## config.mk

```make
export PLATFORM = sky130hd
export DESIGN_NAME = frame_config_loader_flat
export DESIGN_NICKNAME = d
export VERILOG_FILES = /design/src/rtl/frame_cfg_pkg.sv /design/src/rtl/frame_config_loader_if.sv /design/src/rtl/frame_onehot_dec.sv /design/src/rtl/frame_config_loader.sv /design/src/flat_wrapper.sv
export SDC_FILE = /design/constraint.sdc
export NUM_CORES = 1
export LEC_CHECK = 0
export BUFFER_PORTS_ARGS = -buffer_cell sky130_fd_sc_hd__buf_2
export CAP_MARGIN = 20
export CORE_AREA = 10 10 115 117
export DETAILED_ROUTE_END_ITERATION = 10
export DIE_AREA = 0 0 125 127
export PLACE_DENSITY = 0.67
export SETUP_SLACK_MARGIN = 0.3
export SYNTH_ARGS = -nofsm -noshare
export SYNTH_HDL_FRONTEND = slang
export SYNTH_SLANG_ARGS = --single-unit
```

## constraint.sdc

```tcl
create_clock -name CLK -period 8.3 [get_ports CLK]
set_clock_uncertainty 0.05 [all_clocks]
set_input_delay 1.66 -clock CLK [delete_from_list [all_inputs] [get_ports CLK]]
set_output_delay 1.66 -clock CLK [all_outputs]
set_load 0.01 [all_outputs]
```

## src/rtl/frame_cfg_pkg.sv

```systemverilog
// Shared types and constants for the frame configuration loader: FSM states,
// header field layout and the default stream sync word.
package frame_cfg_pkg;

  typedef enum logic [2:0] {
    ST_IDLE,
    ST_HEADER,
    ST_DATA,
    ST_STROBE,
    ST_ERROR
  } state_t;

  localparam logic [7:0]  END_COL           = 8'hFF;
  localparam logic [31:0] DEFAULT_SYNC_WORD = 32'hFAB0_FAB1;

  localparam int COL_MSB   = 31;
  localparam int COL_LSB   = 24;
  localparam int FRAME_MSB = 23;
  localparam int FRAME_LSB = 16;
  localparam int COUNT_MSB = 15;
  localparam int COUNT_LSB = 0;

  typedef struct packed {
    logic [7:0]  col;
    logic [7:0]  frame;
    logic [15:0] count;
  } header_t;

  function automatic header_t unpack_header(input logic [31:0] word);
    header_t h;
    h.col   = word[COL_MSB:COL_LSB];
    h.frame = word[FRAME_MSB:FRAME_LSB];
    h.count = word[COUNT_MSB:COUNT_LSB];
    return h;
  endfunction

endpackage

```

## src/rtl/frame_config_loader_if.sv

```systemverilog
// Word-stream write port of the configuration loader: source drives data and
// strobe, loader answers with ready.
interface frame_config_loader_if;
  logic [31:0] WriteData;
  logic        WriteStrobe;
  logic        WriteReady;

  modport master (output WriteData, output WriteStrobe, input WriteReady);
  modport slave  (input WriteData, input WriteStrobe, output WriteReady);
endinterface

```

## src/rtl/frame_onehot_dec.sv

```systemverilog
// Binary-to-one-hot decoder with enable; out-of-range selects decode to zero.
module frame_onehot_dec #(
  parameter int WIDTH    = 16,
  parameter int SEL_BITS = 8
) (
  input  logic                en,
  input  logic [SEL_BITS-1:0] sel,
  output logic [WIDTH-1:0]    onehot
);

  always_comb begin
    for (int i = 0; i < WIDTH; i++) begin
      onehot[i] = en && (sel == SEL_BITS'(i));
    end
  end

endmodule

```

## src/rtl/frame_config_loader.sv

```systemverilog
// Parses the sync/header/data configuration stream and drives FrameData,
// one-hot ColSelect and single-cycle FrameStrobe pulses into the column latches.
module frame_config_loader
  import frame_cfg_pkg::*;
#(
  parameter int          FRAME_BITS     = 32,
  parameter int          FRAMES_PER_COL = 20,
  parameter int          NUM_COLS       = 16,
  parameter logic [31:0] SYNC_WORD      = DEFAULT_SYNC_WORD
) (
  input  logic                      CLK,
  input  logic                      resetn,
  frame_config_loader_if.slave      wr,
  output logic [FRAME_BITS-1:0]     FrameData,
  output logic [NUM_COLS-1:0]       ColSelect,
  output logic [FRAMES_PER_COL-1:0] FrameStrobe,
  output logic                      Configured,
  output logic                      Error
);

  state_t      state_q, state_d;
  logic [7:0]  frame_ptr;
  logic [15:0] remaining;

  header_t     hdr;
  logic [16:0] hdr_end_frame;
  logic        hdr_bad;
  logic        write_ready;
  logic        accept;
  logic        is_sync;

  logic        hdr_load;
  logic        ptr_load;
  logic        hdr_end;
  logic        hdr_err;
  logic        data_load;
  logic        err_clr;

  logic [NUM_COLS-1:0]       col_onehot;
  logic [FRAMES_PER_COL-1:0] strobe_onehot;

  assign hdr           = unpack_header(wr.WriteData);
  // Widened sum so a large count cannot wrap past the frame limit.
  assign hdr_end_frame = {9'd0, hdr.frame} + {1'b0, hdr.count};
  assign hdr_bad       = (32'(hdr.col) >= NUM_COLS) ||
                         (32'(hdr_end_frame) > FRAMES_PER_COL);

  assign write_ready    = (state_q != ST_STROBE);
  assign wr.WriteReady  = write_ready;
  assign accept         = wr.WriteStrobe && write_ready;
  assign is_sync        = (wr.WriteData == SYNC_WORD);

  always_comb begin
    // NOTE: every comb output gets a default first so no path can infer a latch.
    state_d   = state_q;
    hdr_load  = 1'b0;
    ptr_load  = 1'b0;
    hdr_end   = 1'b0;
    hdr_err   = 1'b0;
    data_load = 1'b0;
    err_clr   = 1'b0;

    case (state_q)
      ST_IDLE, ST_ERROR: begin
        if (accept && is_sync) begin
          state_d = ST_HEADER;
          err_clr = 1'b1;
        end
      end

      ST_HEADER: begin
        if (accept) begin
          if (hdr.col == END_COL) begin
            hdr_end = 1'b1;
            state_d = ST_IDLE;
          end else if (hdr_bad) begin
            hdr_err = 1'b1;
            state_d = ST_ERROR;
          end else begin
            hdr_load = 1'b1;
            if (hdr.count != 16'd0) begin
              ptr_load = 1'b1;
              state_d  = ST_DATA;
            end
          end
        end
      end

      ST_DATA: begin
        if (accept) begin
          data_load = 1'b1;
          state_d   = ST_STROBE;
        end
      end

      ST_STROBE: begin
        state_d = (remaining == 16'd1) ? ST_HEADER : ST_DATA;
      end

      default: state_d = ST_IDLE;
    endcase
  end

  frame_onehot_dec #(
    .WIDTH   (NUM_COLS),
    .SEL_BITS(8)
  ) u_col_dec (
    .en    (hdr_load),
    .sel   (hdr.col),
    .onehot(col_onehot)
  );

  frame_onehot_dec #(
    .WIDTH   (FRAMES_PER_COL),
    .SEL_BITS(8)
  ) u_strobe_dec (
    .en    (state_q == ST_STROBE),
    .sel   (frame_ptr),
    .onehot(strobe_onehot)
  );

  always_ff @(posedge CLK) begin
    // NOTE: sequential state uses non-blocking assignment so all registers
    // sample their inputs from the same pre-edge values.
    if (!resetn) state_q <= ST_IDLE;
    else         state_q <= state_d;
  end

  always_ff @(posedge CLK) begin
    if (!resetn) begin
      FrameData   <= '0;
      ColSelect   <= '0;
      FrameStrobe <= '0;
      Configured  <= 1'b0;
      Error       <= 1'b0;
      frame_ptr   <= '0;
      remaining   <= '0;
    end else begin
      // Decoder output is zero outside STROBE, so the pulse self-clears.
      FrameStrobe <= strobe_onehot;

      if (data_load) FrameData <= wr.WriteData;

      if (hdr_end) begin
        Configured <= 1'b1;
        ColSelect  <= '0;
      end else if (hdr_load) begin
        ColSelect  <= col_onehot;
      end

      if (ptr_load) begin
        frame_ptr <= hdr.frame;
        remaining <= hdr.count;
      end else if (state_q == ST_STROBE) begin
        frame_ptr <= frame_ptr + 8'd1;
        remaining <= remaining - 16'd1;
      end

      if (hdr_err)      Error <= 1'b1;
      else if (err_clr) Error <= 1'b0;
    end
  end

endmodule

```

## src/flat_wrapper.sv

```systemverilog
// flat-port wrapper written by rule: the top's interface ports become plain ports
module frame_config_loader_flat import frame_cfg_pkg::*;
#(
  parameter int          FRAME_BITS     = 32,
  parameter int          FRAMES_PER_COL = 20,
  parameter int          NUM_COLS       = 16,
  parameter logic [31:0] SYNC_WORD      = DEFAULT_SYNC_WORD
)
  (CLK, resetn, FrameData, ColSelect, FrameStrobe, Configured, Error, wr_WriteData, wr_WriteStrobe, wr_WriteReady);
  frame_config_loader_if wr_i ();
  input  logic CLK;
  input  logic resetn;
  output logic [FRAME_BITS-1:0] FrameData;
  output logic [NUM_COLS-1:0] ColSelect;
  output logic [FRAMES_PER_COL-1:0] FrameStrobe;
  output logic Configured;
  output logic Error;
  input wire logic [$bits(wr_i.WriteData)-1:0] wr_WriteData;
  input wire logic [$bits(wr_i.WriteStrobe)-1:0] wr_WriteStrobe;
  output wire logic [$bits(wr_i.WriteReady)-1:0] wr_WriteReady;
  assign wr_i.WriteData = wr_WriteData;
  assign wr_i.WriteStrobe = wr_WriteStrobe;
  assign wr_WriteReady = wr_i.WriteReady;
  frame_config_loader #(.FRAME_BITS(FRAME_BITS), .FRAMES_PER_COL(FRAMES_PER_COL), .NUM_COLS(NUM_COLS), .SYNC_WORD(SYNC_WORD)) u_core (.CLK(CLK), .resetn(resetn), .wr(wr_i), .FrameData(FrameData), .ColSelect(ColSelect), .FrameStrobe(FrameStrobe), .Configured(Configured), .Error(Error));
endmodule
```

* Word-level counts from Yosys, hierarchy flattened
Index checks and enable logic that the tools add are counted.
** Storage, ports and cells
- Bits in registers :: 97
- Output and inout port bits :: 71
** Operators by class
- Eq/ne operators :: 46
- $add $sub $neg :: 3
- Bitwise operators :: 1
- Magnitude comparators :: 2
- Reduce and logical (&&, ||, !) cells :: 48
- Muxes and demuxes :: 34
** Operators by type and width (number)
- equality test 8 x 4 -> 1 bit (second input constant) :: 16
- equality test 8 x 3 -> 1 bit (second input constant) :: 8
- logical AND 1 bit :: 38
- equality test 32 bit (second input constant) :: 1
- equality test 8 x 2 -> 1 bit (second input constant) :: 4
- equality test 8 x 5 -> 1 bit (second input constant) :: 4
- 2-to-1 mux 16 bit :: 2
- 2-to-1 mux 1 bit :: 22
- 2-to-1 mux 3 bit :: 6
- adder 8 x 16 -> 17 bit :: 1
- greater-than comparator 17 x 5 -> 1 bit (second input constant) :: 1
- equality test 16 x 1 -> 1 bit (second input constant) :: 1
- equality test 8 x 1 -> 1 bit (second input constant) :: 2
- zero test 8 bit :: 2
- 2-to-1 mux 8 bit :: 2
- nonzero test 16 bit :: 1
- subtractor 16 x 1 -> 16 bit (second input constant) :: 1
- case mux 3 bit (4 select lines) :: 1
- adder 8 x 1 -> 8 bit (second input constant) :: 1
- equality test 8 bit (second input constant) :: 1
- >= comparator 8 x 5 -> 1 bit (second input constant) :: 1
- equality test 3 x 2 -> 1 bit (second input constant) :: 2
- inequality test 2 x 1 -> 1 bit (second input constant) :: 3
- inequality test 4 x 1 -> 1 bit (second input constant) :: 1
- 10 further kinds :: 12

* Logic depth before layout (Yosys ltp)
Gate-level depths: netlist (run 1).
- Depth after elaboration :: 8
- Depth in mapped cells :: 9

* Cells and area by module
A second synthesis (run 1) with hierarchy kept.
** Unflattened totals
- Cells, all modules :: 647
- Area, all modules :: 5338.9 µm²
** Modules (own cells, without submodules)
- frame_config_loader :: area an instance 4942.2 µm², seq. area each 1941.9 µm², instances 1, cells an instance 587
- frame_onehot_dec at u_core.u_strobe_dec :: area an instance 215.2 µm², seq. area each 0.0 µm², instances 1, cells an instance 32
- frame_onehot_dec at u_core.u_col_dec :: area an instance 181.4 µm², seq. area each 0.0 µm², instances 1, cells an instance 28

* Least setup slack after synthesis (run 1)
No wires, ideal clock.
- Kind :: input-to-reg
- Start point :: in wr_WriteData[0]
- End point :: reg u_core.ColSelect[5]
- Buffers on the path :: 1
- Arrival :: 4198 ps
- Setup slack :: 3980 ps
- Stages on the path :: 9
- Cell sequence :: ha_1 -> fa_1 -> a21o_1 -> a221oi_2 -> o211ai_1 -> a221o_2 -> nor4_4 -> buf_6 -> mux2i_1
** On the way
- Longest elaborated chain between the ends :: 8
** RTL lines
- start: declaration :: RTL line flat_wrapper.sv:18 : input wire logic [$bits(wr_i.WriteData)-1:0] wr_WriteData;
- adder 8 x 16 -> 17 bit (*) :: RTL line frame_config_loader.sv:44 : assign hdr_end_frame = {9'd0, hdr.frame} + {1'b0, hdr.count};
- greater-than comparator 17 x 5 -> 1 bit (*) :: RTL line frame_config_loader.sv:46 : (32'(hdr_end_frame) > FRAMES_PER_COL);
- logical OR 1 bit (*) :: RTL line frame_config_loader.sv:45 : assign hdr_bad = (32'(hdr.col) >= NUM_COLS) ||
- 2-to-1 mux 1 bit (*) :: RTL line frame_config_loader.sv:76 : end else if (hdr_bad) begin
- 2-to-1 mux 1 bit (*) :: RTL line frame_config_loader.sv:73 : if (hdr.col == END_COL) begin
- 2-to-1 mux 1 bit (*) :: RTL line frame_config_loader.sv:72 : if (accept) begin
- 2-to-1 mux 1 bit (*) :: RTL line frame_config_loader.sv:63 : case (state_q)
- logical AND 1 bit :: RTL line frame_onehot_dec.sv:13 : onehot[i] = en && (sel == SEL_BITS'(i));
- end signal: assignment :: RTL line frame_config_loader.sv:148 : ColSelect <= col_onehot;
- end: declaration :: RTL line frame_config_loader.sv:15 : output logic [NUM_COLS-1:0] ColSelect,
Mark *: on every way between the ends. The rest lies on a longest branch, timed or not.
A chain may end at the register's enable or synchronous reset.

* Final worst setup path (run 1)
- Start point :: in wr_WriteData[0]
- End point :: reg u_core.frame_ptr[6]
** On the way
- Longest elaborated chain between the ends :: 8
- Elaborated cells on any way between the ends :: 11
- Classes of those cells :: add/sub: 1; order compare: 1; mux: 6; reduce/logical: 3
** RTL lines
- adder 8 x 16 -> 17 bit :: RTL line frame_config_loader.sv:44
- greater-than comparator 17 x 5 -> 1 bit :: RTL line frame_config_loader.sv:46
- logical OR 1 bit :: RTL line frame_config_loader.sv:45
- 2-to-1 mux 1 bit (*) :: RTL line frame_config_loader.sv:76
- 2-to-1 mux 1 bit (*) :: RTL line frame_config_loader.sv:73
- 2-to-1 mux 1 bit (*) :: RTL line frame_config_loader.sv:72
- 2-to-1 mux 1 bit (*) :: RTL line frame_config_loader.sv:63
- 2-to-1 mux 8 bit / nonzero test 2 bit (equally long branches)
- end signal: assignment :: RTL line frame_config_loader.sv:152 : frame_ptr <= hdr.frame;
- end signal: assignment :: RTL line frame_config_loader.sv:155 : frame_ptr <= frame_ptr + 8'd1;
- end: declaration :: RTL line frame_config_loader.sv:22 : logic [7:0] frame_ptr;
Marked as above.

==> results of run 1 <==
[final timing paths]
| kind | from | end | slack (ps) | cells after the start |
|---|---|---|---|---|
| setup / recovery | wr_WriteData[0] | u_core.frame_ptr[6]$_SDFFE_PN0P_ | 4050 | 10 |
| hold / removal | u_core.FrameData[2]$_SDFFE_PN0P_ | u_core.FrameData[2]$_SDFFE_PN0P_ | 400 | 2 |
| setup reg to reg | u_core.state_q[1]$_SDFFE_PN0P_ | u_core.ColSelect[6]$_SDFFE_PP0P_ | 5740 | 6 |
| hold reg to reg | u_core.FrameData[2]$_SDFFE_PN0P_ | u_core.FrameData[2]$_SDFFE_PN0P_ | 400 | 2 |
[metrics by stage]
stage | utilization [%] | total power [mW] | setup slack (ps)
detailed placement | 48.8 | 0.555 | 3740
floorplan | - | 0.527 | 3980
global route | 51.2 | 0.970 | 3940
CTS | 51.2 | 0.940 | 4100
global placement | 48.8 | 0.555 | 3800
finish | 51.2 | 0.933 | 4050
[Yosys cell counts, types with 2 or more instances]
library cell / count / area share (%)
nand2_1: 145 / 11
xnor2_1: 11 / 2.0
o31ai_1: 4 / 0.62
a21o_1: 2 / 0.31
nand4bb_1: 2 / 0.47
a211oi_1: 5 / 0.78
a31oi_1: 2 / 0.26
mux2i_1: 32 / 6.6
and3_1: 3 / 0.39
dfxtp_1: 97 / 40
and3b_1: 2 / 0.36
ha_1: 14 / 3.6
or2_2: 2 / 0.26
xor2_1: 8 / 1.4
nor4_4: 2 / 0.88
clkbuf_1: 26 / 2.0
nor4_1: 8 / 1.0
nand4b_1: 2 / 0.36
or3_1: 5 / 0.65
o211ai_1: 5 / 0.78
a221oi_1: 2 / 0.36
a21oi_1: 42 / 4.3
nand3b_1: 6 / 0.93
nor4b_1: 3 / 0.54
and2_1: 21 / 2.7
or4_1: 4 / 0.62
buf_6: 2 / 0.47
nor3b_1: 4 / 0.62
nor2_1: 24 / 1.9
nand3_1: 27 / 2.8
inv_1: 11 / 0.85
or4b_2: 2 / 0.41
o21ai_0: 12 / 1.2
nand2b_1: 2 / 0.26
buf_2: 3 / 0.31
nor3_1: 13 / 1.3
nor2b_1: 5 / 0.65
nand4_1: 8 / 1.0
[logic make-up after synthesis]
family / Yosys count / synth area share [%]
adder cells (fa/ha/maj): 15 / 4.03
XOR/XNOR: 19 / 3.44
buffers and inverters: 45 / 3.96
multiplexers: 32 / 6.62
flip-flops: 97 / 40.1
AND/OR/NAND/NOR: 293 / 30.1
AO/OA/AOI/OAI: 89 / 11.7
[per-layer routing]
layer | track usage [%] | vias up | part of all wire [%]
met5 | 0 | - | 0
met4 | 6.30 | 0 | 2.3
met3 | 4.43 | 24 | 6.3
met2 | 28.3 | 143 | 49
met1 | 19.6 | 2064 | 42
li1 | - | 2218 | -
[area by class of cell]
cell class / count / area [um2]
clock buffers: 11 / 243
clock inverters: 5 / 31.3
fillers: 1123 / 5430
inverters: 12 / 45.0
multi-input cells: 448 / 2710
flip-flops and latches: 97 / 1940
well taps: 143 / 179
repair buffers: 108 / 548
[registers in the layout, summed over array words and instances (netlist names)]
name / flops
u_core.remaining: 16
u_core.FrameData: 32
u_core.state_q: 3
u_core.ColSelect: 16
u_core.Error: 1
u_core.Configured: 1
u_core.FrameStrobe: 20
u_core.frame_ptr: 8
[worst max-delay path, delay by kind of cell]
kind                     cells  cell delay [ps]
multiplexers                 1              240
AO/OA/AOI/OAI                4             1120
buffers and inverters        2              500
AND/OR/NAND/NOR              1              250
adder cells (fa/ha/maj)      2              670
[power breakdown]
| group | total (mW) | internal (mW) | switching, mW |
|---|---|---|---|
| Combinational | 0.0801 | 0.0276 | 0.0525 |
| Clock | 0.388 | 0.210 | 0.177 |
| Sequential | 0.465 | 0.465 | 0.00000000000437 |
[layout by cell type, fill, tap and decap left out, types with 3 or more instances in the layout]
cell type	n
nor3b_1	4
or3_1	5
buf_2	105
nand3_1	27
nor3_1	13
nor2b_1	5
xnor2_1	11
xor2_1	8
buf_4	3
ha_1	14
or4_1	4
inv_1	11
a21oi_1	42
and3_1	3
o211ai_1	5
nand3b_1	6
o31ai_1	4
dfxtp_1	97
nand4_1	8
o21ai_0	12
a211oi_1	5
clkinv_2	3
nand2_1	145
nor4_1	8
clkbuf_16	9
nor2_1	24
mux2i_1	32
and2_1	21
==> out/results.tsv, run 1 <==
stage	metric	value	unit
clock_tree	insertion_delay	340	ps
detailed_routing	wirelength	13.5	mm
detailed_routing	viasPerCell	5.40	
die	dieArea	15900	um2
grt	gr-total-overflow	0	
setup_path	crit_path_start_kind	primary input	
clock_tree	cts_root_buf	clkbuf_16	
clock_tree	clk_pin_slew_worst_paths	70	ps
setup_path	endpoint_kind	flip-flop	
detailed_routing	drt-initial-drc-count	246	
sta	whs	401	ps
sta	worstMarginPinSlew	892	ps
pwr	p_per_area	164	nW/um2
final_layout	postLayoutCellArea	5700	um2
clock_tree	cts.sinks	97	
place	dp_hpwl	10.2	mm
hold_path	worstHoldPathType	reg -> reg	
die	std_cell_rows	39	
synth	ys_warn_count	0	
clock_tree	cts_tree	built	
die	die_x	125	um
grt	grt_pass1_vias	4324	
setup_path	crit_arrival	4460	ps
clock_tree	cts_setup_buffers	0	
sta	fin_crit	4250	ps
clock_tree	cts_hold_buf	0	
detailed_routing	vias	4449	
place	numPortBuffers	105	
setup_path	slowest_stage	fa_1	
final_layout	drive_above_1_share	20.0	%
die	start_util	43.5	%
die	die_y	127	um
clock_tree	cts_buffers	9	
synth	async_flop_share	0	%
sta	finalHoldViolCount	0	
synth	yosysSeqAreaShare	40.1	%
final_layout	area_delta_synth_final	17.8	%
sta	drv_slew	0	
sta	setup_viol	0	
synth	synth_cells	590	
final_layout	final_cells	824	
setup_path	cp.required	8520	ps
synth	syn-cell-area	4840	um2
flow_run	drv_cap	0	
clock_tree	cts.path.max_buffers	2	
grt	grt_max_degree	55	
grt	grt_usage	16.6	%
setup_path	crit_chain	buf_2 > ha_1 > fa_1 > a21o_1 > a221oi_2 > o211ai_1 > a221o_2 > nor4_4 > buf_4 > mux2i_1	
sta	relSlewSlack	40.5	%
final_layout	diodes	0	
grt	grt_pass1_wl	22.1	mm
clock_tree	htreeDepth	3	
place	place_area	5430	um2
place	placed_cells	808	
detailed_routing	firstDrtPassIters	5	
place	gp_congestion	0.906	
sta	fmax	0.236	GHz
grt	antenna_found_initial	0	
sta	timing.final.crit_share	51.1	%
die	io_pins	106	
sta	final.setup.tns	0	ps
synth	yosysUniqueCellTypes	60	
detailed_routing	drc_errors	0	
sta	grt_setup_unrepaired	no	
detailed_routing	avgRoutedWirePerCell	16.4	um
clock_tree	post_cts_resize_count	0	
synth	synth_edf_count	0	
synth	syn_avg_cell_area	8.20	um2
die	core_area	11100	um2
synth	ys.flop_type	dfxtp_1	
synth	ys_seq_elements	97	
pwr	p_leak	2.27	nW
detailed_routing	ant_nets	0	
setup_path	max_stage_delay	430	ps
setup_path	crit_path_max_fanout	24	
synth	syn_nets	640	
setup_path	path_class	in -> reg	
final_layout	final_nets	726	
pwr	vdd_drop_max	0.000112	V
outcome	outcome	finished, final reports clean	
Power figures use the tool's default switching activity.
==> run 2: changes to the inputs <==
==> constraint.sdc (replaced) <==
create_clock -name CLK -period 4.3 [get_ports CLK]
set_clock_uncertainty 0.05 [all_clocks]
set_input_delay 0.86 -clock CLK [delete_from_list [all_inputs] [get_ports CLK]]
set_output_delay 0.86 -clock CLK [all_outputs]
set_load 0.01 [all_outputs]
==> out/results.tsv, run 2 (synthesis gave the netlist of run 1 again) <==
stage	metric	value	unit	change
outcome	outcome	finished, final reports clean		unchanged
setup_path	crit_start	wr_WriteData[0]		unchanged
setup_path	path_class	in -> reg		unchanged
grt	grt_pass1_vias	4375		was 4324
grt	grt_pass1_wl	21.8	mm	was 22.1 mm
hold_path	min_from	u_core.FrameData[30]$_SDFFE_PN0P_		was u_core.FrameData[2]$_SDFFE_PN0P_
hold_path	worstHoldPathType	reg -> reg		unchanged
sta	setup_viol	0		unchanged
final_layout	final_cell_mix	nand2_1 (145), buf_2 (105), dfxtp_1 (97)		unchanged
final_layout	largest_registers	u_core.FrameData x32, u_core.FrameStrobe x20		unchanged
final_layout	layout.cells.most_common	nand2_1		unchanged
clock_tree	cts.path.max_buffers	2		unchanged
clock_tree	cts_hold_buf	0		unchanged
sta	fin_crit	3420	ps	
die	core_area	11100	um2	unchanged
sta	finalHoldViolCount	0		unchanged
final_layout	largest_reg_flops	32		unchanged
clock_tree	post_cts_resize_count	0		unchanged
final_layout	final_nets	727		was 726
setup_path	r2r_start	u_core.state_q[1]$_SDFFE_PN0P_		unchanged
die	dieArea	15900	um2	unchanged
detailed_routing	drc_errors	0		unchanged
die	die_y	127	um	unchanged
final_layout	area.sequential	1940	um2	unchanged
setup_path	cp.required	4510	ps	was 8520 ps
detailed_routing	wirelength	13.3	mm	was 13.5 mm
clock_tree	htreeDepth	3		unchanged
setup_path	endpoint_kind	flip-flop		unchanged
detailed_routing	avgRoutedWirePerCell	16.1	um	was 16.4 um
grt	grt_usage	16.3	%	was 16.6%
place	numPortBuffers	105		unchanged
detailed_routing	ant_nets	0		unchanged
sta	relSlewSlack	46.3	%	was 40.5%
die	die_x	125	um	unchanged
detailed_routing	vias	4397		was 4449
clock_tree	cts.sinks	97		unchanged
sta	grt_setup_unrepaired	no		unchanged
sta	worstMarginPinSlew	805	ps	was 892 ps
final_layout	postLayoutCoreUtil	51.6	%	was 51.2%
grt	gr-total-overflow	0		unchanged
final_layout	drive_above_1_share	20.1	%	was 20.0%
setup_path	crit_path_max_fanout	24		unchanged
clock_tree	cts_setup_buffers	0		unchanged
clock_tree	cts_buffers	9		unchanged
final_layout	area_delta_synth_final	18.6	%	was 17.8%
pwr	p_leak	2.29	nW	was 2.27 nW
flow_run	drv_cap	0		unchanged
clock_tree	clk_pin_slew_worst_paths	70	ps	about the same
die	std_cell_rows	39		unchanged
detailed_routing	drt-initial-drc-count	273		was 246
pwr	p_per_area	325	nW/um2	was 164 nW/um2
detailed_routing	viasPerCell	5.33		was 5.40
grt	grt_max_degree	54		was 55
final_layout	top_register	u_core.FrameData		unchanged
sta	final.setup.tns	0	ps	unchanged
sta	drv_slew	0		unchanged
place	gp_congestion	0.842		was 0.906
setup_path	crit_arrival	3630	ps	was 4460 ps
final_layout	multi_input_area	2710	um2	unchanged
grt	antenna_found_initial	0		unchanged
die	start_util	43.5	%	unchanged
clock_tree	cts_tree	built		unchanged
place	dp_hpwl	9.99	mm	was 10.2 mm
pwr	vdd_drop_max	0.000158	V	was 0.000112 V
final_layout	postLayoutCellArea	5740	um2	was 5700 um2
clock_tree	insertion_delay	330	ps	was 340 ps
final_layout	diodes	0		unchanged
place	place_area	5430	um2	about the same
sta	timing.final.crit_share	79.6	%	
sta	fmax	0.292	GHz	
clock_tree	cts_root_buf	clkbuf_16		unchanged
detailed_routing	firstDrtPassIters	5		unchanged
final_layout	num-fill-cells	1090		was 1123
setup_path	crit_path_start_kind	primary input		unchanged
die	io_pins	106		unchanged
[run 2: worst paths after layout]
path,end,depth (start not counted),slack (ps)
worst max-delay path,u_core.remaining[6]$_SDFFE_PN0P_,10,880
worst min-delay path,u_core.FrameData[30]$_SDFFE_PN0P_,2,400
worst max register to register,u_core.ColSelect[6]$_SDFFE_PP0P_,6,1740
worst min register to register,u_core.FrameData[30]$_SDFFE_PN0P_,2,400
[run 2: layout make-up]
class                      count  area share, %
clock buffer                  12           4.47
inverter                      12          0.785
clock inverter                 4          0.894
timing repair buffer         109           9.68
tap                          143           3.12
sequential                    97           33.8
multi-input combinational    448           47.2
[run 2: critical path, cell delays in order]
cell and delay [ps]:
buf_2 130, ha_1 240, fa_1 420, a21o_1 220
a221oi_2 320, o211ai_1 120, a221o_2 440, nor4_4 250
buf_4 370, mux2i_1 240
[run 2: per-layer routing]
metal,part of all wire (%),track usage [%],wire length (um),vias to the layer above
met2,49,27.6,6490,124
met5,0,0,0,-
li1,-,-,-,2222
met4,1.6,6.50,219,0
met1,43,19.1,5720,2034
met3,6.6,4.26,874,17
[run 2: per-stage QoR]
| stage | instances | hold WS, ps | worst slack (ps) | power [mW] |
|---|---|---|---|---|
| 2_1_floorplan | 590 | 385 | 780 | 1.02 |
| 3_3_place_gp | 809 | 392 | 614 | 1.07 |
| 3_5_place_dp | 809 | 398 | 535 | 1.07 |
| 4_1_cts | 825 | 407 | 890 | 1.89 |
| 5_1_grt | 825 | 428 | 723 | 1.94 |
| 6_report | 825 | 404 | 879 | 1.86 |
[run 2: power by group]
part              switching, mW  total [mW]  internal [mW]
clock network             0.327       0.810          0.483
registers      0.00000000000836       0.898          0.898
logic                     0.102       0.156         0.0538
